[src/rtl/tl_d_burst_router_if.sv]
// D-channel bundle between a slave-side response source and the burst router.
// Modport slave is the router's view; modport master is the environment's view.
interface tl_d_burst_router_if #(
  parameter int MASTER_NUM = 4,
  parameter int SOURCE_W   = 8,
  parameter int SIZE_W     = 4,
  parameter int DATA_W     = 64
);
  logic                  inp_valid_i;
  logic                  inp_ready_o;
  logic [SOURCE_W-1:0]   inp_source_i;
  logic [2:0]            inp_opcode_i;
  logic [SIZE_W-1:0]     inp_size_i;
  logic [DATA_W-1:0]     inp_data_i;
  logic [MASTER_NUM-1:0] oup_valid_o;
  logic [MASTER_NUM-1:0] oup_ready_i;
  logic [SOURCE_W-1:0]   oup_source_o;
  logic [2:0]            oup_opcode_o;
  logic [SIZE_W-1:0]     oup_size_o;
  logic [DATA_W-1:0]     oup_data_o;
  logic                  busy_o;
  logic                  dbg_state_o;

  // Handshake: a beat moves on a side when its valid and the matching ready are
  // both high at the rising clock edge; valid and payload hold until then.
  modport slave (
    input  inp_valid_i, inp_source_i, inp_opcode_i, inp_size_i, inp_data_i, oup_ready_i,
    output inp_ready_o, oup_valid_o, oup_source_o, oup_opcode_o, oup_size_o, oup_data_o,
    output busy_o, dbg_state_o
  );

  modport master (
    output inp_valid_i, inp_source_i, inp_opcode_i, inp_size_i, inp_data_i, oup_ready_i,
    input  inp_ready_o, oup_valid_o, oup_source_o, oup_opcode_o, oup_size_o, oup_data_o,
    input  busy_o, dbg_state_o
  );
endinterface

[src/rtl/tl_d_burst_router.sv]
// Registered burst-aware TileLink D-channel router: one slave D channel to MASTER_NUM masters.
// Optional TL_D_ROUTER_ERR_EN: drop out-of-range responses and pulse err_o instead of clamping.
module tl_d_burst_router #(
  parameter int MASTER_NUM = 4,
  parameter int SOURCE_LSB = 4,
  parameter int SOURCE_MSB = 6,
  parameter int SOURCE_W   = 8,
  parameter int SIZE_W     = 4,
  parameter int DATA_W     = 64
) (
  input  logic                clk_i,
  input  logic                rst_ni,
  tl_d_burst_router_if.slave  bus
`ifdef TL_D_ROUTER_ERR_EN
  ,
  output logic                err_o
`endif
);
  localparam int ROUTE_W   = SOURCE_MSB - SOURCE_LSB;
  localparam int BEAT_LOG2 = $clog2(DATA_W / 8);
  localparam int IDX_W     = (MASTER_NUM > 1) ? $clog2(MASTER_NUM) : 1;

  typedef logic [SOURCE_W-1:0] source_t;
  typedef enum logic { S_IDLE = 1'b0, S_BURST = 1'b1 } state_t;

  state_t             r_state, w_state_nxt;
  logic [SIZE_W-1:0]  r_remaining, w_remaining_nxt;
  logic [IDX_W-1:0]   r_burst_route, w_burst_route_nxt;
  logic [IDX_W-1:0]   r_out_route;
  logic [IDX_W-1:0]   w_route_sel, w_route_act;
  logic [ROUTE_W-1:0] w_route_raw;
  logic [SIZE_W-1:0]  w_first_rem;
  logic               w_oor, w_multi, w_accept, w_drop, w_load, w_drain, w_base_ready;
  logic               r_full;
  source_t            r_source;
  logic [2:0]         r_opcode;
  logic [SIZE_W-1:0]  r_size;
  logic [DATA_W-1:0]  r_data;

  assign w_route_raw = bus.inp_source_i[SOURCE_MSB-1:SOURCE_LSB];
  assign w_oor       = 32'(w_route_raw) >= MASTER_NUM;
  assign w_route_sel = w_oor ? IDX_W'(MASTER_NUM - 1) : IDX_W'(w_route_raw);
  assign w_route_act = (r_state == S_BURST) ? r_burst_route : w_route_sel;

  // Only data-carrying opcodes span multiple beats; the count is held in SIZE_W bits.
  assign w_multi     = ((bus.inp_opcode_i == 3'd1) || (bus.inp_opcode_i == 3'd5)) &&
                       (32'(bus.inp_size_i) > BEAT_LOG2);
  assign w_first_rem = w_multi ? SIZE_W'((32'd1 << (32'(bus.inp_size_i) - BEAT_LOG2)) - 32'd1)
                               : '0;

  assign w_base_ready = !r_full || bus.oup_ready_i[r_out_route];
  assign w_accept     = bus.inp_valid_i && bus.inp_ready_o;
  assign w_load       = w_accept && !w_drop;
  assign w_drain      = r_full && bus.oup_ready_i[r_out_route];

`ifdef TL_D_ROUTER_ERR_EN
  logic r_drop, w_drop_nxt, r_err;

  // A dropped response is swallowed regardless of the output register state.
  assign w_drop          = (r_state == S_BURST) ? r_drop : w_oor;
  assign bus.inp_ready_o = w_base_ready || w_drop;
  assign err_o           = r_err;

  always_ff @(posedge clk_i or negedge rst_ni) begin
    if (!rst_ni) begin
      r_drop <= 1'b0;
      r_err  <= 1'b0;
    end else begin
      r_drop <= w_drop_nxt;
      r_err  <= w_accept && (r_state == S_IDLE) && w_oor;
    end
  end
`else
  assign w_drop          = 1'b0;
  assign bus.inp_ready_o = w_base_ready;
`endif

  always_ff @(posedge clk_i or negedge rst_ni) begin
    if (!rst_ni) begin
      r_state       <= S_IDLE;
      r_remaining   <= '0;
      r_burst_route <= '0;
    end else begin
      r_state       <= w_state_nxt;
      r_remaining   <= w_remaining_nxt;
      r_burst_route <= w_burst_route_nxt;
    end
  end

  always_comb begin
    w_state_nxt       = r_state;
    w_remaining_nxt   = r_remaining;
    w_burst_route_nxt = r_burst_route;
`ifdef TL_D_ROUTER_ERR_EN
    w_drop_nxt        = r_drop;
`endif
    case (r_state)
      S_IDLE: begin
        if (w_accept) begin
          w_remaining_nxt   = w_first_rem;
          w_burst_route_nxt = w_route_sel;
`ifdef TL_D_ROUTER_ERR_EN
          w_drop_nxt        = w_oor;
`endif
          if (w_first_rem != '0) w_state_nxt = S_BURST;
        end
      end
      S_BURST: begin
        if (w_accept) begin
          if (r_remaining <= SIZE_W'(1)) begin
            w_remaining_nxt = '0;
            w_state_nxt     = S_IDLE;
`ifdef TL_D_ROUTER_ERR_EN
            w_drop_nxt      = 1'b0;
`endif
          end else begin
            w_remaining_nxt = r_remaining - SIZE_W'(1);
          end
        end
      end
      default: w_state_nxt = S_IDLE;
    endcase
  end

  // Load and drain in the same cycle keeps the entry full, giving full throughput.
  always_ff @(posedge clk_i or negedge rst_ni) begin
    if (!rst_ni) begin
      r_full      <= 1'b0;
      r_out_route <= '0;
      r_source    <= '0;
      r_opcode    <= '0;
      r_size      <= '0;
      r_data      <= '0;
    end else begin
      r_full <= w_load || (r_full && !w_drain);
      if (w_load) begin
        r_out_route <= w_route_act;
        r_source    <= bus.inp_source_i;
        r_opcode    <= bus.inp_opcode_i;
        r_size      <= bus.inp_size_i;
        r_data      <= bus.inp_data_i;
      end
    end
  end

  assign bus.oup_valid_o  = r_full ? (MASTER_NUM'(1) << r_out_route) : '0;
  assign bus.oup_source_o = r_source;
  assign bus.oup_opcode_o = r_opcode;
  assign bus.oup_size_o   = r_size;
  assign bus.oup_data_o   = r_data;
  assign bus.busy_o       = (r_state == S_BURST) || r_full;
  assign bus.dbg_state_o  = r_state;
endmodule

[src/flat_wrapper.sv]
// flat-port wrapper written by rule: the top's interface ports become plain ports
module tl_d_burst_router_flat 
#(
  parameter int MASTER_NUM = 4,
  parameter int SOURCE_LSB = 4,
  parameter int SOURCE_MSB = 6,
  parameter int SOURCE_W   = 8,
  parameter int SIZE_W     = 4,
  parameter int DATA_W     = 64
)
  (clk_i, rst_ni, bus_inp_valid_i, bus_inp_source_i, bus_inp_opcode_i, bus_inp_size_i, bus_inp_data_i, bus_oup_ready_i, bus_inp_ready_o, bus_oup_valid_o, bus_oup_source_o, bus_oup_opcode_o, bus_oup_size_o, bus_oup_data_o, bus_busy_o, bus_dbg_state_o);
  tl_d_burst_router_if #(.MASTER_NUM(MASTER_NUM), .SOURCE_W(SOURCE_W), .SIZE_W(SIZE_W), .DATA_W(DATA_W)) bus_i ();
  input  logic clk_i;
  input  logic rst_ni;
  input wire logic [$bits(bus_i.inp_valid_i)-1:0] bus_inp_valid_i;
  input wire logic [$bits(bus_i.inp_source_i)-1:0] bus_inp_source_i;
  input wire logic [$bits(bus_i.inp_opcode_i)-1:0] bus_inp_opcode_i;
  input wire logic [$bits(bus_i.inp_size_i)-1:0] bus_inp_size_i;
  input wire logic [$bits(bus_i.inp_data_i)-1:0] bus_inp_data_i;
  input wire logic [$bits(bus_i.oup_ready_i)-1:0] bus_oup_ready_i;
  output wire logic [$bits(bus_i.inp_ready_o)-1:0] bus_inp_ready_o;
  output wire logic [$bits(bus_i.oup_valid_o)-1:0] bus_oup_valid_o;
  output wire logic [$bits(bus_i.oup_source_o)-1:0] bus_oup_source_o;
  output wire logic [$bits(bus_i.oup_opcode_o)-1:0] bus_oup_opcode_o;
  output wire logic [$bits(bus_i.oup_size_o)-1:0] bus_oup_size_o;
  output wire logic [$bits(bus_i.oup_data_o)-1:0] bus_oup_data_o;
  output wire logic [$bits(bus_i.busy_o)-1:0] bus_busy_o;
  output wire logic [$bits(bus_i.dbg_state_o)-1:0] bus_dbg_state_o;
  assign bus_i.inp_valid_i = bus_inp_valid_i;
  assign bus_i.inp_source_i = bus_inp_source_i;
  assign bus_i.inp_opcode_i = bus_inp_opcode_i;
  assign bus_i.inp_size_i = bus_inp_size_i;
  assign bus_i.inp_data_i = bus_inp_data_i;
  assign bus_i.oup_ready_i = bus_oup_ready_i;
  assign bus_inp_ready_o = bus_i.inp_ready_o;
  assign bus_oup_valid_o = bus_i.oup_valid_o;
  assign bus_oup_source_o = bus_i.oup_source_o;
  assign bus_oup_opcode_o = bus_i.oup_opcode_o;
  assign bus_oup_size_o = bus_i.oup_size_o;
  assign bus_oup_data_o = bus_i.oup_data_o;
  assign bus_busy_o = bus_i.busy_o;
  assign bus_dbg_state_o = bus_i.dbg_state_o;
  tl_d_burst_router #(.MASTER_NUM(MASTER_NUM), .SOURCE_LSB(SOURCE_LSB), .SOURCE_MSB(SOURCE_MSB), .SOURCE_W(SOURCE_W), .SIZE_W(SIZE_W), .DATA_W(DATA_W)) u_core (.clk_i(clk_i), .rst_ni(rst_ni), .bus(bus_i));
endmodule
[config.mk]
export PLATFORM = sky130hd
export DESIGN_NAME = tl_d_burst_router_flat
export DESIGN_NICKNAME = d
export VERILOG_FILES = /design/src/rtl/tl_d_burst_router_if.sv /design/src/rtl/tl_d_burst_router.sv /design/src/flat_wrapper.sv
export SDC_FILE = /design/constraint.sdc
export NUM_CORES = 1
export LEC_CHECK = 0
export CORE_MARGIN = 1
export CORE_UTILIZATION = 41
export DETAILED_ROUTE_END_ITERATION = 8
export PLACE_DENSITY = 0.86
export SETUP_SLACK_MARGIN = 0.3
export SYNTH_ARGS = -nofsm -noshare
export SYNTH_HDL_FRONTEND = slang
export SYNTH_SLANG_ARGS = --single-unit
export TNS_END_PERCENT = 10
[constraint.sdc]
create_clock -name clk_i -period 2.61 [get_ports clk_i]
set_input_delay 0.6525 -clock clk_i [delete_from_list [all_inputs] [get_ports clk_i]]
set_output_delay 0.6525 -clock clk_i [all_outputs]
set_load 0.02 [all_outputs]
# [After elaboration in Yosys (flattened, before gate mapping)]
# Cells that the tools add are included.
[word_totals] output_inout_bits=86 in_bits=86 word_cells=49 reg_bits=89
[classes] add_sub_neg=3 shift=2 mux=14 n_reduce_logical=13 n_lt_le_gt_ge=3 eq_ne=4 bitwise_logic=1
[op_table] op="<< shifter 1 x 32 -> 4 bit, first input constant" n=1
[op_table] op="two-way mux 4 bit" n=5
[op_table] op="one-hot mux 4 bit (2 select lines)" n=1
[op_table] op="subtractor 4 x 1 -> 4 bit, second input constant" n=2
[op_table] op="two-way mux 1 bit" n=5
[op_table] op="subtractor 4 x 2 -> 5 bit, second input constant" n=1
[op_table] op="greater-than comparator 4 x 2 -> 1 bit, second input constant" n=1
[op_table] op="<= comparator 4 x 1 -> 1 bit, second input constant" n=1
[op_table] op="logical AND 1 bit" n=4
[op_table] op="logical OR 1 bit" n=4
[op_table] op="AND reduction 2 bit" n=2
[op_table] op="nonzero test 4 bit" n=1
[op_table] op="<< shifter 1 x 2 -> 4 bit, first input constant" n=1
[op_table] op="== test 3 x 1 -> 1 bit, second input constant" n=1
[op_table] op="== test 3 bit, second input constant" n=1
[op_table] op="less-than comparator 2 x 3 -> 1 bit, second input constant" n=1
[op_table] op="binary-select mux 1 bit (select 2 bit)" n=1
[op_table] op="logical NOT 1 bit" n=2
[op_table] op="two-way mux 2 bit" n=1
[op_table] op="inequality test 2 x 1 -> 1 bit, second input constant" n=1
[op_table] op="inequality test 2 bit, second input constant" n=1
[op_table] op="one-hot mux 1 bit (2 select lines)" n=1
[op_table] op="NOT 1 bit" n=1

# [Logic depth before layout (Yosys ltp)]
# Gate-level depths: netlist of run 1.
[logic_depth] word_depth=8 mapped_depth=7 depth_no_buf=7

# [Least setup slack after synthesis of run 1]
# OpenSTA, ideal clock, no wires.
[synth_path] kind="input to register" startpoint="input port bus_inp_size_i[0]" endpoint="register u_core.r_state, in the netlist u_core.bus.dbg_state_o" path_stages=6 arrival_time_ps=1973 setup_time_ps=126 required_time_ps=2484 path_slack_ps=511 path_buffers=0 path_cell_list="ha_1 > nor3b_1 > a32oi_1 > ha_1 > nor4b_1 > o2bb2ai_1"
[synth_via] elab_chain_len=8 word_cells_on_any_way=10 classes_between="add/sub: 2; order compare: 1; shift: 1; mux: 4; reduce/logical: 2"
[synth_rtl] element="start, declared" line="flat_wrapper.sv:18" source="input wire logic [$bits(bus_i.inp_size_i)-1:0] bus_inp_size_i;"
[synth_rtl] element="subtractor 4 x 2 -> 5 bit" line="tl_d_burst_router.sv:48" source="assign w_first_rem = w_multi ? SIZE_W'((32'd1 << (32'(bus.inp_size_i) - BEAT_LOG2)) - 32'd1)"
[synth_rtl] element="<< shifter 1 x 32 -> 4 bit" line="tl_d_burst_router.sv:48"
[synth_rtl] element="subtractor 4 x 1 -> 4 bit" line="tl_d_burst_router.sv:48"
[synth_rtl] element="two-way mux 4 bit (*)" line="tl_d_burst_router.sv:48"
[synth_rtl] element="nonzero test 4 bit (*)" line="tl_d_burst_router.sv:105" source="if (w_first_rem != '0) w_state_nxt = S_BURST;"
[synth_rtl] element="two-way mux 1 bit (*)" line="tl_d_burst_router.sv:105"
[synth_rtl] element="two-way mux 1 bit (*)" line="tl_d_burst_router.sv:99" source="if (w_accept) begin"
[synth_rtl] element="one-hot mux 1 bit (2 select lines) (*)" line="tl_d_burst_router.sv:97" source="case (r_state)"
[synth_rtl] element="net u_core.w_state_nxt" line="tl_d_burst_router.sv:26" source="state_t r_state, w_state_nxt;"
[synth_rtl] element="end signal, assigned" line="tl_d_burst_router.sv:84" source="r_state <= w_state_nxt;"
[synth_rtl] element="end, declared" line="tl_d_burst_router.sv:26"
# The timed path passes the listed nets; every way through them passes the cells marked *.
# A chain may end at the register's enable or synchronous reset.

# [Worst setup path in the final report of run 1]
[layout_path] startpoint="input port bus_oup_ready_i[3]" endpoint="output port bus_inp_ready_o"
[layout_via] elab_chain_len=3
[layout_rtl] element="start, declared" line="flat_wrapper.sv:20" source="input wire logic [$bits(bus_i.oup_ready_i)-1:0] bus_oup_ready_i;"
[layout_rtl] element="binary-select mux 1 bit (select 2 bit)" line="tl_d_burst_router.sv:51" source="assign w_base_ready = !r_full || bus.oup_ready_i[r_out_route];"
[layout_rtl] element="two-way mux 1 bit (implied by the code)" line="tl_d_burst_router.sv:51"
[layout_rtl] element="logical OR 1 bit" line="tl_d_burst_router.sv:51"
[layout_rtl] element="end, declared" line="flat_wrapper.sv:21" source="output wire logic [$bits(bus_i.inp_ready_o)-1:0] bus_inp_ready_o;"
# Every way passes these cells. The select of a mux whose other input is x is not followed.

==> impl_metrics.tcl, run 1 <==
set metrics [dict create \
    cts_tree "done" \
    crit_type "in2out" \
    cts_hold_buffers 0 \
    regArea_sq_um 2230 \
    htree_num_levels 3 \
    max_slew_margin 0.6604 \
    nets 527 \
    initialDrtViolationCount 65 \
    gr-total-overflow 0 \
    finClkSkew_ns 0.008365 \
    portBuffers 171 \
    pin_count 172 \
    drc 0 \
    synth_top_cell_by_area "dfrtp_1" \
    synth_area_leaders "dfrtp_1 (61%), mux2_2 (23%), mux2_1 (1.8%)" \
    detail_route.first_pass.iterations 4 \
    multi_input_area_sq_um 1390 \
    ys_seq_area_frac 0.6098 \
    synthCells 246 \
    crit_cells 4 \
    total_power_mw 6.658 \
    nFillCells 631 \
    synth_area_per_cell_sq_um 14.85 \
    slowest_stage "mux4_2" \
    post_drt_wl_per_cell_microns 16.05 \
    final_layout_size_suffix_gt1_frac 0.2760 \
    dieHeight_microns 96.38 \
    endpoint_kind "primary output" \
    clock_path_buffers 2 \
    finalWirelength_microns 8830 \
    status "finished, final reports clean" \
    vias 2749 \
    startpoint "bus_oup_ready_i[3]" \
    final_util 0.6796 \
    synthDistinctLibCells 38 \
    worstReg2RegEnd "u_core.bus.oup_data_o[22]" \
    crit_required_ns 1.96 \
    slowest_delay_ns 0.48 \
    clk_pin_slew_ns 0.09 \
    hold_violations 0 \
    cts_num_sinks 89 \
    root_buffer "clkbuf_8" \
    crit_path_end "bus_inp_ready_o" \
    gp_congestion 0.7400 \
    worstPathMaxFanout 2 \
    core_sq_um 8678 \
    grt_setup_unrepaired "yes" \
    setup_slack_ns 0.3063 \
    drv_cap 0 \
    fp-row-count 34 \
    postRouteAntennaNets 0 \
    synth.top_cell.area_share 0.6098 \
    first_global_vias 2846 \
    die_x_microns 96.38 \
    arrival_ns 1.65 \
    critPathTopFamily "multiplexers" \
    cp-start-kind "input port" \
    hold_class "in2async" \
    slew_viol_final 0 \
    groute.usage.overall 0.1861 \
    path_cells "dlygate4sd2_1 -> mux4_2 -> nand2b_4 -> buf_6" \
    r2r_start "u_core.r_out_route[0]" \
    path_buf_inv 2 \
    final_area_sq_um 5898 \
    period_share 0.8826 \
    cts_buffers 9 \
    leakage_nw 2.484 \
    max_slew.worst_pin.slew_ns 0.5052 \
    initial_core_util 0.4208 \
    placedInstanceArea_sq_um 5600 \
    synth_area_sq_um 3652 \
    r2r_cells 7 \
    setup_viol 0 \
    grt_pass1_wl_microns 13140 \
    clk_latency_ns 0.34 \
    place_ws_ns -0.3009 \
    synthToLayoutAreaGrowth_pct 61.49 \
    ys_seq_elements 89 \
    irDropWorstVdd_uv 590.1 \
    dieArea_sq_um 9289 \
    hpwl_microns 6224 \
    min_period_ns 2.304 \
    fmaxAchievable_mhz 434.1 \
    ys_warn_count 0 \
    synth_nets 336 \
    antenna_found_initial 0 \
    grt_max_degree 90 \
    diodes 0 \
    vias_per_cell 4.998 \
    reg2reg_slack_ns 0.41 \
    powerDensity_nw_per_um2 1129 \
]
-- worst min path at each step --
stage                                   start  slack [ns]  cells past startpoint                   endpoint
CTS                                    rst_ni        0.35                      2  u_core.bus.oup_data_o[52]
global route                           rst_ni        0.36                      2  u_core.bus.oup_data_o[52]
global placement    u_core.bus.oup_data_o[23]        0.47                      1  u_core.bus.oup_data_o[23]
detailed placement  u_core.bus.oup_data_o[23]        0.48                      1  u_core.bus.oup_data_o[23]
floorplan                              rst_ni        0.36                      0     u_core.bus.dbg_state_o
finish                                 rst_ni        0.35                      2              u_core.r_full
-- state kept, by name (all words and copies together), names as in the netlist --
register,cells
u_core.bus.oup_opcode_o,3
u_core.bus.oup_data_o,64
u_core.r_full,1
u_core.bus.oup_source_o,8
u_core.bus.dbg_state_o,1
u_core.r_burst_route,2
u_core.bus.oup_size_o,4
u_core.r_remaining,4
u_core.r_out_route,2
-- layout by cell type (no fill, tap or decap), drive strengths merged, types with 2 or more instances in the layout --
master	n
a21oi	2
a32oi	2
buf	20
clkbuf	13
clkdlybuf4s50	162
clkinv	3
dfrtp	89
dlygate4sd2	5
dlymetal6s2s	2
ha	4
inv	6
mux2	81
mux2i	3
nand2	5
nand2b	5
nand3	2
nand3b	2
nor2	5
nor3b	2
o21ai	7
xor2	2
-- area by class of cell --
cell class	instances	area share
Multi-Input combinational cell	141	0.2357
Clock inverter	5	0.006576
Inverter	5	0.003182
Tap cell	108	0.02291
Clock buffer	11	0.02397
Sequential cell	89	0.3780
Timing Repair Buffer	191	0.3297
-- Yosys cell counts --
library cell and instances:
nor3b_1 2, buf_2 8, inv_1 5, o311a_1 1
o22ai_1 1, or3_1 1, nor2_1 5, nand2b_1 5
or2_2 1, o311ai_0 1, a21boi_0 1, nor4bb_1 1
nand3_1 2, and3b_1 1, a2bb2oi_1 1, xor2_1 2
mux2i_1 3, o31ai_1 1, ha_1 4, nor3_1 1
mux2_2 75, clkbuf_1 3, o21ai_2 1, a21bo_2 1
and3_1 1, o22a_1 1, a21oi_1 2, and4b_1 1
o32a_1 1, o2bb2ai_1 1, nand2_1 5, nand3b_1 2
mux2_1 6, a32oi_1 2, nor4b_1 1, mux4_2 1
o21ai_0 6, dfrtp_1 89
-- routing by layer --
layer  part of all wire  global-route usage  wire, microns  up-vias
met3              0.081             0.07042            712       13
met2               0.52              0.3215           4620       99
met1               0.38              0.2132           3338     1378
li1                   -                   -              -     1259
met4              0.018             0.06005            159        0
met5                  0                   0              0        -
-- logic make-up after synthesis --
family / Yosys count / share of synthesized area
flops: 89 / 0.6098
xor+xnor: 2 / 0.004797
buf+inv: 16 / 0.01919
fa+ha+maj: 4 / 0.01370
simple gates: 29 / 0.04659
compound gates: 21 / 0.04180
mux: 85 / 0.2641
-- power breakdown --
| part | internal, mW | total [mW] | switching [mW] |
|---|---|---|---|
| combinational | 1.89 | 3.43 | 1.55 |
| clock | 0.378 | 0.868 | 0.490 |
| sequential | 2.00 | 2.36 | 0.358 |
-- metrics by stage --
| stage | setup TNS, ns | hold slack (ns) | cells |
|---|---|---|---|
| after floorplan | 0 | 0.3569 | 246 |
| after global placement | -3.851 | 0.4728 | 527 |
| after detailed placement | -5.906 | 0.4839 | 527 |
| after CTS | 0 | 0.3529 | 545 |
| after global routing | 0 | 0.3595 | 550 |
| final | 0 | 0.3488 | 550 |
-- worst reg2reg max path, cell delays in order (launching register included) --
cell	delay, ns
dfrtp_2	0.42
mux4_2	0.53
buf_4	0.15
buf_4	0.13
o21ai_4	0.17
buf_4	0.17
buf_12	0.16
mux2_2	0.36
-- what timing repair did --
item                                    CTS  global route
endpoints found under the setup margin   58            88
pin swaps                                 0             3
gates cloned                              0             2
gates resized for setup                  13             8
setup buffers                             2             3
Power figures use the tool's default switching activity.
==> run 2: changes to the inputs <==
--- a/config.mk
+++ b/config.mk
@@ -5,8 +5,10 @@
 export SDC_FILE = /design/constraint.sdc
 export NUM_CORES = 1
 export LEC_CHECK = 0
+export CELL_PAD_IN_SITES_DETAIL_PLACEMENT = 1
+export CELL_PAD_IN_SITES_GLOBAL_PLACEMENT = 2
 export CORE_MARGIN = 1
-export CORE_UTILIZATION = 41
+export CORE_UTILIZATION = 26
 export DETAILED_ROUTE_END_ITERATION = 8
 export PLACE_DENSITY = 0.86
 export SETUP_SLACK_MARGIN = 0.3
==> impl_metrics.tcl, run 2 (synthesis gave the netlist of run 1 again) <==
set metrics [dict create \
    status "finished, final reports clean" \
    irDropWorstVdd_uv 640.3 \
    max_slew_margin 0.5861 \
    r2r_start "u_core.r_out_route[0]" \
    crit_required_ns 1.96 \
    largest_register_ffs 64 \
    endpoint_kind "primary output" \
    vias 2781 \
    postRouteAntennaNets 0 \
    first_global_vias 3136 \
    grt_setup_unrepaired "no" \
    min_period_ns 2.257 \
    gr-total-overflow 0 \
    powerDensity_nw_per_um2 1163 \
    final_common_cell "clkdlybuf4s50_1" \
    clk_latency_ns 0.33 \
    pin_count 172 \
    arrival_ns 1.60 \
    fp-row-count 42 \
    die_x_microns 120.5 \
    nets 527 \
    fin_setup_tns_ns 0 \
    diodes 0 \
    leakage_nw 2.564 \
    hold_class "in2async" \
    placedInstanceArea_sq_um 5673 \
    gp_congestion 0.7704 \
    drv_cap 0 \
    drc 0 \
    clock_path_buffers 2 \
    period_share 0.8648 \
    finClkSkew_ns 0.005956 \
    layout_common_cells "clkdlybuf4s50_1 (160), dfrtp_1 (88), mux2_2 (75)" \
    initial_core_util 0.2715 \
    dieHeight_microns 120.5 \
    finalWirelength_microns 9864 \
    post_drt_wl_per_cell_microns 15.96 \
    final_layout_size_suffix_gt1_frac 0.2783 \
    vias_per_cell 4.500 \
    htree_num_levels 3 \
    hold_violations 0 \
    dieArea_sq_um 14530 \
    crit_type "reg2out" \
    detail_route.first_pass.iterations 4 \
    cts_tree "done" \
    cp-start-kind "register" \
    hpwl_microns 7160 \
    root_buffer "clkbuf_16" \
    core_sq_um 13450 \
    synthToLayoutAreaGrowth_pct 66.94 \
    final_area_sq_um 6097 \
    groute.usage.overall 0.1404 \
    cts_num_sinks 89 \
    setup_viol 0 \
    initialDrtViolationCount 44 \
    nFillCells 1426 \
    max_slew.worst_pin.slew_ns 0.6208 \
    startpoint "u_core.r_out_route[0]" \
    worstPathMaxFanout 6 \
    antenna_found_initial 0 \
    cts_buffers 9 \
    fmaxAchievable_mhz 443.0 \
    portBuffers 171 \
    grt_max_degree 56 \
    slew_viol_final 0 \
    clk_pin_slew_ns 0.06 \
    grt_pass1_wl_microns 15860 \
]
## run 2: cell count changes in the layout (fill, tap and decap cells not counted), sizes merged, moves of 2 or more
cell,delta
dlygate4sd2,-4
dlymetal6s2s,+4
buf,+2
clkdlybuf4s15,+2
clkdlybuf4s50,-2
clkinv,-2
## run 2: report_power, final
| group | internal [mW] | switching [mW] | total [mW] |
|---|---|---|---|
| Combinational | 1.85 | 1.55 | 3.40 |
| Sequential | 2.00 | 0.359 | 2.36 |
| Clock | 0.820 | 0.511 | 1.33 |
## run 2: what timing repair did
item	CTS	global route
resized for setup	10	18
endpoints found under the setup margin	4	89
setup buffers	2	5
hold buffers	0	0
pin swaps	0	5
## run 2: layout make-up
class | count | area, sq um | area share
Clock buffer | 14 | 274.0 | 0.04494
Clock inverter | 2 | 35.03 | 0.005746
Inverter | 5 | 18.77 | 0.003078
Multi-Input combinational cell | 141 | 1409 | 0.2311
Sequential cell | 89 | 2228 | 0.3655
Tap cell | 176 | 220.2 | 0.03612
Timing Repair Buffer | 191 | 1912 | 0.3136
## run 2: layer usage
layer | vias up | share of wire | GRT usage
met1 | 1391 | 0.38 | 0.1526
met4 | 0 | 0.020 | 0.05941
met5 | - | 0 | 0
met2 | 115 | 0.50 | 0.2417
met3 | 13 | 0.097 | 0.05566
li1 | 1262 | - | -
## run 2: critical path, cell delays in order (launching register included)
cell and delay, ns:
dfrtp_1 0.44, mux4_2 0.54, nand2b_4 0.16, buf_6 0.13
## run 2: metrics by stage
stage	power (mW)	cells	worst slack (ns)	hold slack (ns)	utilization
2_1_floorplan	4.030	246	0.5109	0.3569	-
6_report	7.093	618	0.3529	0.3227	0.4532
3_5_place_dp	5.749	595	-0.3358	0.4823	0.4217
5_1_grt	7.485	618	0.3016	0.3826	0.4532
4_1_cts	7.163	613	0.1405	0.3555	0.4462
3_3_place_gp	5.647	595	-0.3125	0.4774	0.4217
## run 2: final timing paths
path,slack (ns),endpoint,depth (start not counted)
setup reg to reg,0.44,u_core.bus.oup_data_o[16],5
hold reg to reg,0.49,u_core.bus.oup_opcode_o[1],1
setup / recovery,0.35,bus_inp_ready_o,3
hold / removal,0.32,u_core.r_remaining[2],1
min in group clk_i,0.49,u_core.bus.oup_opcode_o[1],1
max in group asynchronous,1.59,u_core.r_out_route[1],2
